## src/rtl/mips_uart_loader_pkg.sv

```systemverilog
// Shared types and constants for the UART boot loader.
// Device codes and addresses mirror the MIPS789 device controller map.
`default_nettype none

package mips_uart_loader_pkg;

    localparam logic [3:0]  DMEM_NOP = 4'd0;
    localparam logic [3:0]  DMEM_LBU = 4'd3;
    localparam logic [3:0]  DMEM_SW  = 4'd7;
    localparam logic [3:0]  DMEM_LW  = 4'd8;

    localparam logic [31:0] UART_DATA_ADDR = 32'h8000_0018;
    localparam logic [31:0] CMD_ADDR       = 32'h8000_001C;
    localparam logic [31:0] STATUS_ADDR    = 32'h8000_0020;

    localparam int STATUS_RX_RDY_BIT = 3;
    localparam int CMD_RXD_FT_BIT    = 1;

    typedef enum logic [3:0] {
        S_IDLE, S_POLL, S_POLL_W, S_RD, S_RD_W, S_FT_SET, S_FT_CLR, S_PROC, S_FIN
    } state_t;

    typedef enum logic [1:0] {
        PH_LEN, PH_DATA, PH_CSUM
    } phase_t;

endpackage

`default_nettype wire

```

## src/rtl/mips_uart_loader_word_pack.sv

```systemverilog
// Big-endian byte-to-word packer with running mod-256 checksum.
`default_nettype none

module loader_word_pack
    import mips_uart_loader_pkg::*;
(
    input  logic        clk,
    input  logic        rst,
    input  logic        clear,
    input  logic        en,
    input  logic [7:0]  byte_in,
    output logic [31:0] word,
    output logic [7:0]  csum,
    output logic        last_byte,
    output logic        word_valid
);

    logic [1:0] cnt;

    assign last_byte = (cnt == 2'd3);

    always_ff @(posedge clk) begin
        if (!rst) begin
            cnt        <= 2'd0;
            word       <= 32'h0;
            csum       <= 8'h0;
            word_valid <= 1'b0;
        end else begin
            // Pulse lands the cycle after the fourth byte, once the word is complete
            word_valid <= en && last_byte && !clear;
            if (clear) begin
                cnt  <= 2'd0;
                csum <= 8'h0;
            end else if (en) begin
                word <= {word[23:0], byte_in};
                csum <= csum + byte_in;
                cnt  <= cnt + 2'd1;
            end
        end
    end

endmodule

`default_nettype wire

```

## src/rtl/mips_uart_loader.sv

```systemverilog
// UART boot loader: polls the device bus for rx bytes, decodes a
// length/data/checksum frame and writes the words into instruction memory.
`default_nettype none

module mips_uart_loader
    import mips_uart_loader_pkg::*;
#(
    parameter int          ADDR_W   = 10,
    parameter logic [31:0] CMD_BASE = 32'h0
) (
    input  logic              clk,
    input  logic              rst,
    input  logic              start,
    output logic              bus_req,
    output logic [31:0]       dvc_addr,
    output logic [3:0]        dvc_mem_ctl,
    output logic [31:0]       dvc_wdata,
    input  logic [31:0]       dvc_rdata,
    output logic [ADDR_W-1:0] imem_addr,
    output logic [31:0]       imem_wdata,
    output logic              imem_we,
    output logic              busy,
    output logic              done,
    output logic              err
);

    localparam logic [16:0] MAX_WORDS = 17'd1 << ADDR_W;
    localparam logic [31:0] FT_MASK   = 32'h1 << CMD_RXD_FT_BIT;

    state_t      state, next_state;
    phase_t      phase;
    logic [7:0]  rx_byte, len_hi, csum;
    logic        len_idx;
    logic [16:0] len_n, word_cnt, len_val;
    logic        proc_fin, pack_en, pack_clear, last_byte, word_valid;
    logic [31:0] word;
    logic        unused_rdata;

    assign unused_rdata = ^{dvc_rdata[31:8]};

    assign len_val    = {1'b0, len_hi, rx_byte};
    assign proc_fin   = (phase == PH_CSUM) ||
                        (phase == PH_LEN && len_idx && len_val > MAX_WORDS);
    assign pack_en    = (state == S_PROC) && (phase == PH_DATA);
    assign pack_clear = (state == S_IDLE) && start;

    assign busy       = (state != S_IDLE);
    assign bus_req    = busy;
    assign imem_we    = word_valid;
    assign imem_wdata = word;

    loader_word_pack u_pack (
        .clk        (clk),
        .rst        (rst),
        .clear      (pack_clear),
        .en         (pack_en),
        .byte_in    (rx_byte),
        .word       (word),
        .csum       (csum),
        .last_byte  (last_byte),
        .word_valid (word_valid)
    );

    always_ff @(posedge clk) begin
        if (!rst) state <= S_IDLE;
        else      state <= next_state;
    end

    always_comb begin
        next_state  = state;
        dvc_addr    = 32'h0;
        dvc_mem_ctl = DMEM_NOP;
        dvc_wdata   = 32'h0;
        case (state)
            S_IDLE:   if (start) next_state = S_POLL;
            S_POLL: begin
                dvc_addr    = STATUS_ADDR;
                dvc_mem_ctl = DMEM_LW;
                next_state  = S_POLL_W;
            end
            S_POLL_W: next_state = dvc_rdata[STATUS_RX_RDY_BIT] ? S_RD : S_POLL;
            S_RD: begin
                dvc_addr    = UART_DATA_ADDR;
                dvc_mem_ctl = DMEM_LBU;
                next_state  = S_RD_W;
            end
            S_RD_W:   next_state = S_FT_SET;
            S_FT_SET: begin
                dvc_addr    = CMD_ADDR;
                dvc_mem_ctl = DMEM_SW;
                dvc_wdata   = CMD_BASE | FT_MASK;
                next_state  = S_FT_CLR;
            end
            S_FT_CLR: begin
                dvc_addr    = CMD_ADDR;
                dvc_mem_ctl = DMEM_SW;
                dvc_wdata   = CMD_BASE & ~FT_MASK;
                next_state  = S_PROC;
            end
            S_PROC:   next_state = proc_fin ? S_FIN : S_POLL;
            S_FIN:    next_state = S_IDLE;
            default:  next_state = S_IDLE;
        endcase
    end

    always_ff @(posedge clk) begin
        if (!rst) begin
            phase     <= PH_LEN;
            rx_byte   <= 8'h0;
            len_hi    <= 8'h0;
            len_idx   <= 1'b0;
            len_n     <= 17'h0;
            word_cnt  <= 17'h0;
            imem_addr <= '0;
            done      <= 1'b0;
            err       <= 1'b0;
        end else begin
            if (word_valid) imem_addr <= imem_addr + 1'b1;
            case (state)
                S_IDLE: if (start) begin
                    done      <= 1'b0;
                    err       <= 1'b0;
                    imem_addr <= '0;
                    phase     <= PH_LEN;
                    len_idx   <= 1'b0;
                    word_cnt  <= 17'h0;
                end
                S_RD_W: rx_byte <= dvc_rdata[7:0];
                S_PROC: begin
                    if (proc_fin) done <= 1'b1;
                    case (phase)
                        PH_LEN: begin
                            if (!len_idx) begin
                                len_hi  <= rx_byte;
                                len_idx <= 1'b1;
                            end else begin
                                len_n <= len_val;
                                if (len_val > MAX_WORDS) err   <= 1'b1;
                                else if (len_val == 17'h0) phase <= PH_CSUM;
                                else                       phase <= PH_DATA;
                            end
                        end
                        PH_DATA: if (last_byte) begin
                            word_cnt <= word_cnt + 17'd1;
                            if (word_cnt + 17'd1 == len_n) phase <= PH_CSUM;
                        end
                        PH_CSUM: if (rx_byte != csum) err <= 1'b1;
                        default: phase <= PH_LEN;
                    endcase
                end
                default: ;
            endcase
        end
    end

endmodule

`default_nettype wire
```

## config.mk

```make
export PLATFORM = sky130hd
export DESIGN_NAME = mips_uart_loader
export DESIGN_NICKNAME = d
export VERILOG_FILES = /design/src/rtl/mips_uart_loader_pkg.sv /design/src/rtl/mips_uart_loader_word_pack.sv /design/src/rtl/mips_uart_loader.sv
export SDC_FILE = /design/constraint.sdc
export NUM_CORES = 1
export LEC_CHECK = 0
export ABC_AREA = 1
export BUFFER_PORTS_ARGS = -buffer_cell sky130_fd_sc_hd__buf_4
export CORE_ASPECT_RATIO = 0.9
export CORE_UTILIZATION = 53
export DETAILED_ROUTE_END_ITERATION = 6
export GPL_ROUTABILITY_DRIVEN = 1
export HOLD_SLACK_MARGIN = 0.06
export PLACE_DENSITY = 0.8
export SLEW_MARGIN = 20
export SYNTH_ARGS = -nofsm -noshare
export SYNTH_HDL_FRONTEND = slang
export SYNTH_SLANG_ARGS = --single-unit
```

## constraint.sdc

```tcl
create_clock -name clk -period 2.4 [get_ports clk]
set_input_delay 0.12 -clock clk [delete_from_list [all_inputs] [get_ports clk]]
set_output_delay 0.12 -clock clk [all_outputs]
set_load 0.05 [all_outputs]
```

==> metrics, run 1 <==
syn avg cell area=6.974 um2; Max VDD drop=0.5214 mV; register area share after synthesis=0.3872; CP Data Required Time=2650 ps; most frequent cell after synthesis=nor2_1; Reg2Reg Launch Point=word_cnt[0]$_SDFFE_PN0P_; DR vias/cell=5.058; Slowest-stage cell, CP=dfxtp_1; detailed placement HPWL=just under 9 mm; critical path startpoint category=flop; reg2reg setup slack=280 ps; CP arrival=approximately 2400 ps; Layout Nets=slightly above 900; fin crit share=0.8830; Final Max Slew Viols=0; initial antenna violation count=0; 1st-iter DRT viols=approximately 350; CP cell instances=ha_1 -> nand2_2 -> nor2_4 -> nand2_1 -> nand3b_1 -> nand3_1 -> nor2_1 -> nand2_1 -> nor2_2 -> nand3_2 -> a21oi_1 -> nor2_1; Critical Path End Type=flop; critical path class=reg2reg; Yosys top cell area share=0.3872; synth top area cells=dfxtp_1, nor2_1, buf_4, nand2_1, o21ai_0; Tot GR Track Use=0.2264; Clock Latency Late Sink=between 300 and 400 ps; Die ar.=11,250 um2; Final Util=0.6229; slowest cell delay on critical path=420 ps; Final Instance Area=6465 um2; Die Ht=100.7 um; DRC Markers=12; post-synthesis async set-or-reset flop share=0; Initial Util=0.5530; Post-synth top cells=nor2_1, nand2_1, dfxtp_1; status=finished with violations; H-tree levels=3; Critical R2R Capture=phase[0]$_SDFFE_PN0P_; register bit total from synthesis=roughly 110; Die W=111.7 um; Syn-to-layout area delta=12.64%; CTS tree=done; DR WL/cell=12.15 um; grt ovf=0; Mapped Cells=roughly 820; synth unique cells=36; Worst-Margin Slew=754.9 ps; Resize count post-CTS=0; number of flops mapped to enable cells by yosys=0; max cap viols=0; Setup crit start=word_cnt[0]$_SDFFE_PN0P_; Static Leak=2.855 nW; final WL=12.40 mm; CTS Buf Count=9; number of port buffers=67; ant diodes=0; placed cell area=between 6000 and 7000 um2; Fin. Hold Viols=0; row count=35; synth warn=0; fin cells=1,021; Synth area leader=dfxtp_1; antenna viol nets, final=0; first-pass GRT wire length=20.49 mm; core area=10,380 um2; final setup vio count=0; GP Congestion=0.8615; fmax=471.9 MHz; worst hold path class=in2reg; Filler Cell Count=957; fraction of final layout cells with drive strength greater than 1=0.1334; Vias=5,164; post-CTS repair timing setup buffer count=0; pwr dens=595.5 nW/um2; Reg2Reg Depth=12; setup TNS=0 ps; Root Buffer=clkbuf_16; Hold WS=107.2 ps; Max-slew headroom=0.4962; largest net degree at the start of global routing=44; placed cell count=997; Final Skew=9.355 ps; Synth Flop Type=dfxtp_1; Max Root-Sink Buffers=2; crit path to=phase[0]$_SDFFE_PN0P_; IO Pins=150; clock sinks=111; maximum net fanout on the critical path=8; drt pass-1 iters=6; failing checks=DRC; RSZ-0062 raised after global routing=no; vias in the first global route=4,475; fin crit period=2119 ps; Clock transition at path regs=70 ps; Syn Std Cell Area=5739 um2
==> layout make-up <==
| class | count | area (um2) | share of cell area |
|---|---|---|---|
| clock inverter | 6 | 51.30 | 0.007935 |
| inverter | 74 | 277.8 | 0.04296 |
| timing repair buffer | 84 | 650.6 | 0.1006 |
| multi-input combinational | 607 | 2873 | 0.4444 |
| sequential | 111 | 2222 | 0.3437 |
| tap | 129 | 161.4 | 0.02497 |
| clock buffer | 10 | 229.0 | 0.03542 |
==> power breakdown <==
| group | switching (mW) | internal, mW | total (mW) |
|---|---|---|---|
| clock network | 0.715 | 0.720 | 1.44 |
| logic | 0.425 | 0.107 | 0.532 |
| registers | 0.0250 | 1.86 | 1.88 |
| total | 1.17 | 2.68 | 3.85 |
==> worst min path at each step <==
stage | from | to | depth (start not counted)
finish | start | state[0]$_SDFFE_PN0N_ | 3
global placement | dvc_rdata[0] | rx_byte[0]$_SDFFE_PN0N_ | 3
floorplan | dvc_rdata[7] | rx_byte[7]$_SDFFE_PN0N_ | 2
global route | start | state[0]$_SDFFE_PN0N_ | 3
CTS | start | state[0]$_SDFFE_PN0N_ | 3
detailed placement | dvc_rdata[4] | rx_byte[4]$_SDFFE_PN0N_ | 3
==> cell families (layout without fill, tap and decap cells) <==
kind of cell             count (synthesis)  in the layout  share of synthesized area
other                                    1             58                  0.0006534
AND/OR/NAND/NOR                        383            383                     0.2886
flip-flops                             111            111                     0.3872
buffers and inverters                  162            174                     0.1496
adder cells (fa/ha/maj)                 11             11                    0.02529
XOR/XNOR                                10             10                    0.01526
AO/OA/AOI/OAI                          145            145                     0.1334
==> worst max-delay path: cells and delay by family, from the launching register on <==
| family | cells | cell delay (ps) |
|---|---|---|
| AND/OR/NAND/NOR | 10 | 1200 |
| AO/OA/AOI/OAI | 1 | 140 |
| flip-flops | 1 | 420 |
| adder cells (fa/ha/maj) | 1 | 260 |
==> layout by cell type (no fill, tap or decap), drive strengths merged, types with 3 or more instances in the layout <==
cell type / count
xnor2: 5
clkinv: 3
conb: 58
dlygate4sd3: 8
xor2: 5
inv: 76
nand3: 49
ha: 10
nand2: 135
a211oi: 3
nand3b: 4
dfxtp: 111
nand4: 13
nor3: 6
o21ai: 81
o211ai: 4
nor2: 173
clkbuf: 10
a21oi: 51
buf: 76
==> flip-flops by register name (all words and copies together), names as in the netlist, 2 cells and up <==
register,flops
word_cnt,17
state,4
u_pack.word,32
imem_addr,10
len_n,16
rx_byte,8
len_hi,8
u_pack.cnt,2
u_pack.csum,8
phase,2
==> routing by layer <==
| layer | global-route usage | vias up | share of wire |
|---|---|---|---|
| met1 | 0.2913 | 2348 | 0.47 |
| met3 | 0.05051 | 10 | 0.061 |
| met4 | 0.06549 | 0 | 0.010 |
| met2 | 0.3822 | 145 | 0.46 |
| met5 | 0 | - | 0 |
| li1 | - | 2661 | - |
==> what timing repair did <==
item | in CTS | in global routing
hold buffers | 8 | 0
endpoints found under the setup margin | 0 | 0
endpoints found under the hold margin | 8 | 0
==> stage by stage <==
step           setup slack, ps  total power, mW
4_1_cts                  287.0            3.861
6_report                 280.9            3.850
2_1_floorplan            104.4            2.438
3_5_place_dp             324.3            2.443
5_1_grt                  110.3            3.996
3_3_place_gp             378.5            2.440
(Power assumes the default switching activity.)
==> run 2, diff against run 1 <==
--- a/config.mk
+++ b/config.mk
@@ -8,11 +8,13 @@
 export ABC_AREA = 1
 export BUFFER_PORTS_ARGS = -buffer_cell sky130_fd_sc_hd__buf_4
 export CORE_ASPECT_RATIO = 0.9
+export CORE_MARGIN = 1
 export CORE_UTILIZATION = 53
 export DETAILED_ROUTE_END_ITERATION = 6
 export GPL_ROUTABILITY_DRIVEN = 1
 export HOLD_SLACK_MARGIN = 0.06
 export PLACE_DENSITY = 0.8
+export REMOVE_ABC_BUFFERS = 1
 export SLEW_MARGIN = 20
 export SYNTH_ARGS = -nofsm -noshare
 export SYNTH_HDL_FRONTEND = slang
==> run 2 against run 1 <==
  * The flow still finishes with violations (DRC)
  * Power down 1.0%
  * Clock skew down 3.5 ps
  * Die area unchanged
  * Worst setup slack better by 47 ps
  * Clock power decreased by 3%
  * Via count down 0.68%
  * Sequential share of layout area about the same
  * Core utilization is essentially flat
  * Hold slack lost 37 ps
  * Critical path depth unchanged
  * Register-to-register slack improved by 50 ps
  * Fmax up 2.3%
  * Critical path type unchanged
  * Largest cell class unchanged
  * Largest power group unchanged
  * Highest routed layer unchanged
==> metrics, run 2 (synthesis gave the netlist of run 1 again) <==
most frequent cells in the layout=nor2_1, nand2_1, dfxtp_1; Max Root-Sink Buffers=2 (unchanged); total chip power=3.811 mW (-1.0%); Final Max Slew Viols=0 (unchanged); IO Pins=150 (unchanged); Syn-to-layout area delta=12.60% (about the same); core area=10,380 um2 (unchanged); status=finished with violations; antenna viol nets, final=0 (unchanged); Critical Path End Type=flop; Die ar.=11,250 um2 (unchanged); Initial Util=0.5530 (unchanged); highest routed layer=met4; fin crit period=2072 ps (-46.93 ps); M1 wire length=5.765 mm (-1.8%); Hold WS=69.68 ps (-37.48 ps); critical path class=reg2reg; Hold Crit Depth=3 (unchanged); placed cell area=6110 um2 (about the same); Root Buffer=clkbuf_16; metal2 WL=5.494 mm (-2.7%); Clock Latency Late Sink=350 ps (about the same); largest net degree at the start of global routing=70 (+59%); Static Leak=2.849 nW (-0.22%); Clock transition at path regs=70 ps (about the same); maximum net fanout on the critical path=8 (unchanged); pwr dens=589.7 nW/um2 (-0.97%); number of port buffers=67 (unchanged); final setup vio count=0 (unchanged); vias in the first global route=4,228 (-5.5%); WHS Endpoint=rx_byte[1]$_SDFFE_PN0N_; fraction of final layout cells with drive strength greater than 1=0.1336 (+0.0001497); detailed placement HPWL=8.611 mm (-1.1%); final WL=12.20 mm (-1.6%); worst hold path class=in2reg; 1st-iter DRT viols=333 (-4.0%); CP Data Required Time=2650 ps (about the same); total length of routed met3 wires=796 um (+5.2%); Top Registers=u_pack.word: 32 flops, word_cnt: 17 flops, len_n: 16 flops; grt ovf=0 (unchanged); fmax=482.6 MHz (+2.3%); H-tree levels=3 (unchanged); Vias=5,129 (-0.68%); CP arrival=2320 ps (-50 ps); max cap viols=0 (unchanged); Max-slew headroom=0.4611 (-0.03506); CTS tree=done; reg2reg setup slack=330 ps (+50 ps); fin cells=1,020 (-0.098%); Fin. Hold Viols=0 (unchanged); Critical R2R Capture=phase[0]$_SDFFE_PN0P_; initial antenna violation count=0 (unchanged); Die Ht=100.7 um (unchanged); CTS Buf Count=9 (unchanged); Final Skew=5.834 ps (-3.521 ps); critical path startpoint category=flop; RSZ-0062 raised after global routing=no; DR vias/cell=5.028 (-0.58%); fin crit share=0.8634 (-0.01955); row count=35 (unchanged); Resize count post-CTS=0 (unchanged); HP Start=dvc_rdata[1]; Reg2Reg Launch Point=word_cnt[0]$_SDFFE_PN0P_; GP Congestion=0.8936 (+3.7%); ant diodes=0 (unchanged); Reg2Reg Depth=12 (unchanged); Layout Nets=932 (-0.11%); Final Instance Area=6462 um2 (about the same); Max VDD drop=0.4272 mV (-18%); max reg flops=32 (unchanged); Biggest register=u_pack.word; Die W=111.7 um (unchanged); failing checks=DRC; clock sinks=111 (unchanged); Worst-Margin Slew=807.5 ps (+52.54 ps); DR WL/cell=11.96 um (-1.5%); Tot GR Track Use=0.2184 (-0.008054); first-pass GRT wire length=19.82 mm (-3.2%); placed cell count=996 (-0.10%); DRC Markers=11 (-1); drt pass-1 iters=7 (+1); most common cell after layout, fill and taps aside=nor2_1
run 2: cell types whose count changed in the layout (fill, tap and decap cells not counted), sizes merged:
cell and delta:
buf -1, clkbuf -1, clkinv +1, clkinvlp +1
inv -1
run 2: per-stage QoR:
step           worst slack [ps]    util  setup TNS (ps)
5_1_grt                   87.29  0.6227               0
3_3_place_gp              377.6  0.5887               0
4_1_cts                   320.5  0.6227               0
3_5_place_dp              320.6  0.5887               0
2_1_floorplan             -1103       -           -4671
6_report                  327.8  0.6227               0
run 2: power by group:
part	switching [mW]	internal, mW	leakage (nW)
registers	0.0258	1.86	0.895
logic	0.429	0.106	1.82
clock network	0.685	0.706	0.132
total	1.14	2.67	2.85
run 2: what timing repair did:
action / 4_1_cts / 5_1_grt
buffers inserted: 0 / 0
endpoints found under the hold margin: 8 / 0
hold buffers: 8 / 0
run 2: worst max-delay path by stage:
| stage | start | endpoint | slack (ps) |
|---|---|---|---|
| floorplan | state[3]$_SDFFE_PN0N_ | dvc_addr[3] | -1100 |
| global placement | word_cnt[0]$_SDFFE_PN0P_ | phase[0]$_SDFFE_PN0P_ | 380 |
| detailed placement | word_cnt[0]$_SDFFE_PN0P_ | phase[0]$_SDFFE_PN0P_ | 320 |
| CTS | word_cnt[0]$_SDFFE_PN0P_ | phase[0]$_SDFFE_PN0P_ | 320 |
| global route | word_cnt[0]$_SDFFE_PN0P_ | phase[0]$_SDFFE_PN0P_ | 90 |
| finish | word_cnt[0]$_SDFFE_PN0P_ | phase[0]$_SDFFE_PN0P_ | 330 |
run 2: final cells by class:
type / count / area (um2)
multi-input cells: 607 / 2873
inverters: 74 / 277.8
flip-flops and latches: 111 / 2222
fillers: 936 / 3916
well taps: 129 / 161.4
clock buffers: 9 / 225.2
clock inverters: 7 / 47.55
repair buffers: 83 / 655.6
run 2: per-layer routing:
layer  vias to the layer above  global-route usage
met4                         0             0.05925
li1                       2665                   -
met3                        12             0.03428
met2                       164              0.3454
met5                         -                   0
met1                      2288              0.3093
run 2: worst max-delay path, stage by stage, from the launching register on:
cell and delay [ps]:
dfxtp_1 410, ha_1 250, nand2_2 120, nor2_4 240, nand2_1 130, nand3b_1 100
nand3_1 70, nor2_1 120, nand2_1 100, nor2_2 120, nand3_2 110, a21oi_1 140
nor2_1 60
==> run 3, diff against run 2 <==
--- a/config.mk
+++ b/config.mk
@@ -5,7 +5,6 @@
 export SDC_FILE = /design/constraint.sdc
 export NUM_CORES = 1
 export LEC_CHECK = 0
-export ABC_AREA = 1
 export BUFFER_PORTS_ARGS = -buffer_cell sky130_fd_sc_hd__buf_4
 export CORE_ASPECT_RATIO = 0.9
 export CORE_MARGIN = 1
==> run 3 against run 2 <==
  * The flow still finishes with violations (DRC)
  * Sequential share of layout area fell by 0.36 points
  * Register-to-register slack got worse by 140 ps
  * Synthesized cell count down 10%
  * Via count hardly changed
  * Final area is 1.0% higher
  * Die area is 0.75% higher
  * Critical endpoint unchanged
  * Largest power group unchanged
==> metrics, run 3 <==
fmax=451.7 MHz (-6.4%); max cap viols=0 (unchanged); DR vias/cell=5.512 (+9.6%); worst path buffer plus inverter count=0 (unchanged); 1st-iter DRT viols=388 (+17%); CP Data Required Time=2630 ps (-20 ps); fraction of final layout cells with drive strength greater than 1=0.1633 (+0.02978); Vias=5,132 (+0.058%); worst hold path class=in2reg; antenna viol nets, final=0 (unchanged); Root Buffer=clkbuf_16; fin cells=931 (-8.7%); synth warn=0 (unchanged); pwr dens=570.1 nW/um2 (-3.3%); core area=10,420 um2 (+0.42%); largest net degree at the start of global routing=75 (+7.1%); Biggest register=u_pack.word; Die ar.=11,330 um2 (+0.75%); fin crit period=2214 ps (+141.6 ps); RSZ-0062 raised after global routing=no; slowest cell delay on critical path=520 ps (+110 ps); CP cell instances=and3_1 -> nand3_2 -> nor3_1 -> nor2_1 -> a2111oi_2 -> and3_1 -> a221oi_1; failing checks=DRC; Final Max Slew Viols=0 (unchanged); placed cell count=907 (-8.9%); Layout Nets=843 (-9.5%); crit path to=phase[0]$_SDFFE_PN0P_; total chip power=3.723 mW (-2.3%); Tot GR Track Use=0.2375 (+0.01914); DRC Markers=10 (-1); critical path depth=7 (-5); Static Leak=2.576 nW (-9.6%); grt ovf=0 (unchanged); Worst-Margin Slew=554.6 ps (-252.8 ps); GP Congestion=0.9768 (+9.3%); Die W=112.1 um (+0.38%); Max VDD drop=0.4495 mV (+5.2%); Final Instance Area=6530 um2 (+1.0%); maximum net fanout on the critical path=8 (unchanged); reg2reg setup slack=190 ps (-140 ps); Max Root-Sink Buffers=2 (unchanged); CTS Buf Count=9 (unchanged); Critical R2R Capture=phase[0]$_SDFFE_PN0P_; register area share after synthesis=0.3842 (-0.002932); most common cell after layout, fill and taps aside=nand2_1; crit-path most repeated cell=and3_1; synth top area cells=dfxtp_1, buf_4, nand2_1, a21oi_1, nor2_1; Post-synth top cells=nand2_1, dfxtp_1, a21oi_1; register bit total from synthesis=111 (unchanged); synth unique cells=57 (+58%); Resize count post-CTS=0 (unchanged); Syn Std Cell Area=5783 um2 (+0.76%); drt pass-1 iters=7 (unchanged); critical path class=reg2reg; vias in the first global route=4,511 (+6.7%); Max-slew headroom=0.6298 (+0.1687); Slowest-stage cell, CP=dfxtp_1; most frequent cells in the layout=nand2_1, dfxtp_1, a21oi_1; clock sinks=111 (unchanged); final setup vio count=0 (unchanged); Clock transition at path regs=70 ps (about the same); CTS tree=done; final WL=13.39 mm (+9.8%); IO Pins=150 (unchanged); CP arrival=2440 ps (+120 ps); syn avg cell area=7.826 um2 (+12%); Synth area leader=dfxtp_1; status=finished with violations; first-pass GRT wire length=21.60 mm (+9.0%); Top Registers=u_pack.word: 32 flops, word_cnt: 17 flops, len_n: 16 flops; detailed placement HPWL=9.298 mm (+8.0%); placed cell area=6161 um2 (+0.84%); setup TNS=0 ps (unchanged); fin crit share=0.9224 (+0.05900); critical path startpoint category=flop; DR WL/cell=14.38 um (+20%); Setup crit start=word_cnt[4]$_SDFFE_PN0P_; Reg2Reg Depth=7 (-5); number of flops mapped to enable cells by yosys=0 (unchanged); Die Ht=101.1 um (+0.37%); Final Skew=7.384 ps (+1.549 ps); Reg2Reg Launch Point=word_cnt[4]$_SDFFE_PN0P_; Syn-to-layout area delta=12.92%; initial antenna violation count=0 (unchanged); Initial Util=0.5549 (+0.001878); Mapped Cells=739 (-10%); number of port buffers=67 (unchanged); Fin. Hold Viols=0 (unchanged); Crit path max-delay family=simple AND/OR/NAND/NOR gates; Clock Latency Late Sink=350 ps (about the same); ant diodes=0 (unchanged); Hold WS=82.29 ps (+12.61 ps); H-tree levels=3 (unchanged); post-synthesis async set-or-reset flop share=0 (unchanged); Critical Path End Type=flop; max reg flops=32 (unchanged); most frequent cell after synthesis=nand2_1; Synth Flop Type=dfxtp_1; Yosys top cell area share=0.3842 (-0.002932); row count=35 (unchanged)
==> run 3: cells by family after synthesis <==
group,after synthesis,share of synthesized area
compound gates,140,0.1359
other cells,1,0.0006484
xor+xnor,39,0.05906
flops,111,0.3842
buf+inv,119,0.1277
fa+ha+maj,11,0.02510
simple gates,307,0.2482
mux,11,0.01926
==> run 3: per-stage QoR <==
stage               utilization  setup slack, ps
floorplan                     -            -1907
global placement         0.5911            249.8
detailed placement       0.5911            225.7
CTS                      0.6265            204.6
global route             0.6265            15.35
finish                   0.6265            186.2
==> run 3: area by class of cell <==
class | instances | area [um2]
Tap cell | 129 | 161.4
Inverter | 8 | 30.03
Multi-Input combinational cell | 566 | 3037
Sequential cell | 111 | 2222
Fill cell | 871 | 3892
Timing Repair Buffer | 101 | 790.8
Clock buffer | 10 | 239.0
Clock inverter | 6 | 50.05
==> run 3: worst min-delay path by stage <==
stage,from,endpoint,cells after the start
2_1_floorplan,dvc_rdata[2],rx_byte[2]$_SDFFE_PN0N_,2
3_3_place_gp,dvc_rdata[2],rx_byte[2]$_SDFFE_PN0N_,3
3_5_place_dp,dvc_rdata[7],rx_byte[7]$_SDFFE_PN0N_,3
4_1_cts,rst,word_cnt[8]$_SDFFE_PN0P_,3
5_1_grt,rst,word_cnt[8]$_SDFFE_PN0P_,3
6_report,rst,word_cnt[8]$_SDFFE_PN0P_,3
==> run 3: worst register-to-register path: cells and delay by family, from the launching register on <==
family / cells / cell delay, ps
compound gates: 2 / 480
flops: 1 / 520
simple gates: 5 / 1110
==> run 3: metal layers <==
metal  wire length [um]  part of all wire  vias to the layer above  track usage
li1                   -                 -                     2480            -
met1               5885              0.44                     2388       0.3111
met2               6175              0.46                      240       0.3846
met3               1088             0.081                       24      0.04811
met4                243             0.018                        0      0.09744
met5                  0                 0                        -            0
==> run 3: timing repair <==
| item | CTS | global route |
|---|---|---|
| endpoints found under the hold margin | 8 | 0 |
| buffers inserted | 0 | 0 |
| hold buffers | 8 | 0 |
==> run 3: power by group <==
group          total (mW)  leakage (nW)  switching [mW]  internal (mW)
clock network        1.47         0.141           0.721          0.749
registers            1.85         0.894         0.00900           1.84
logic               0.401          1.54           0.334         0.0669
total                3.72          2.58            1.06           2.66
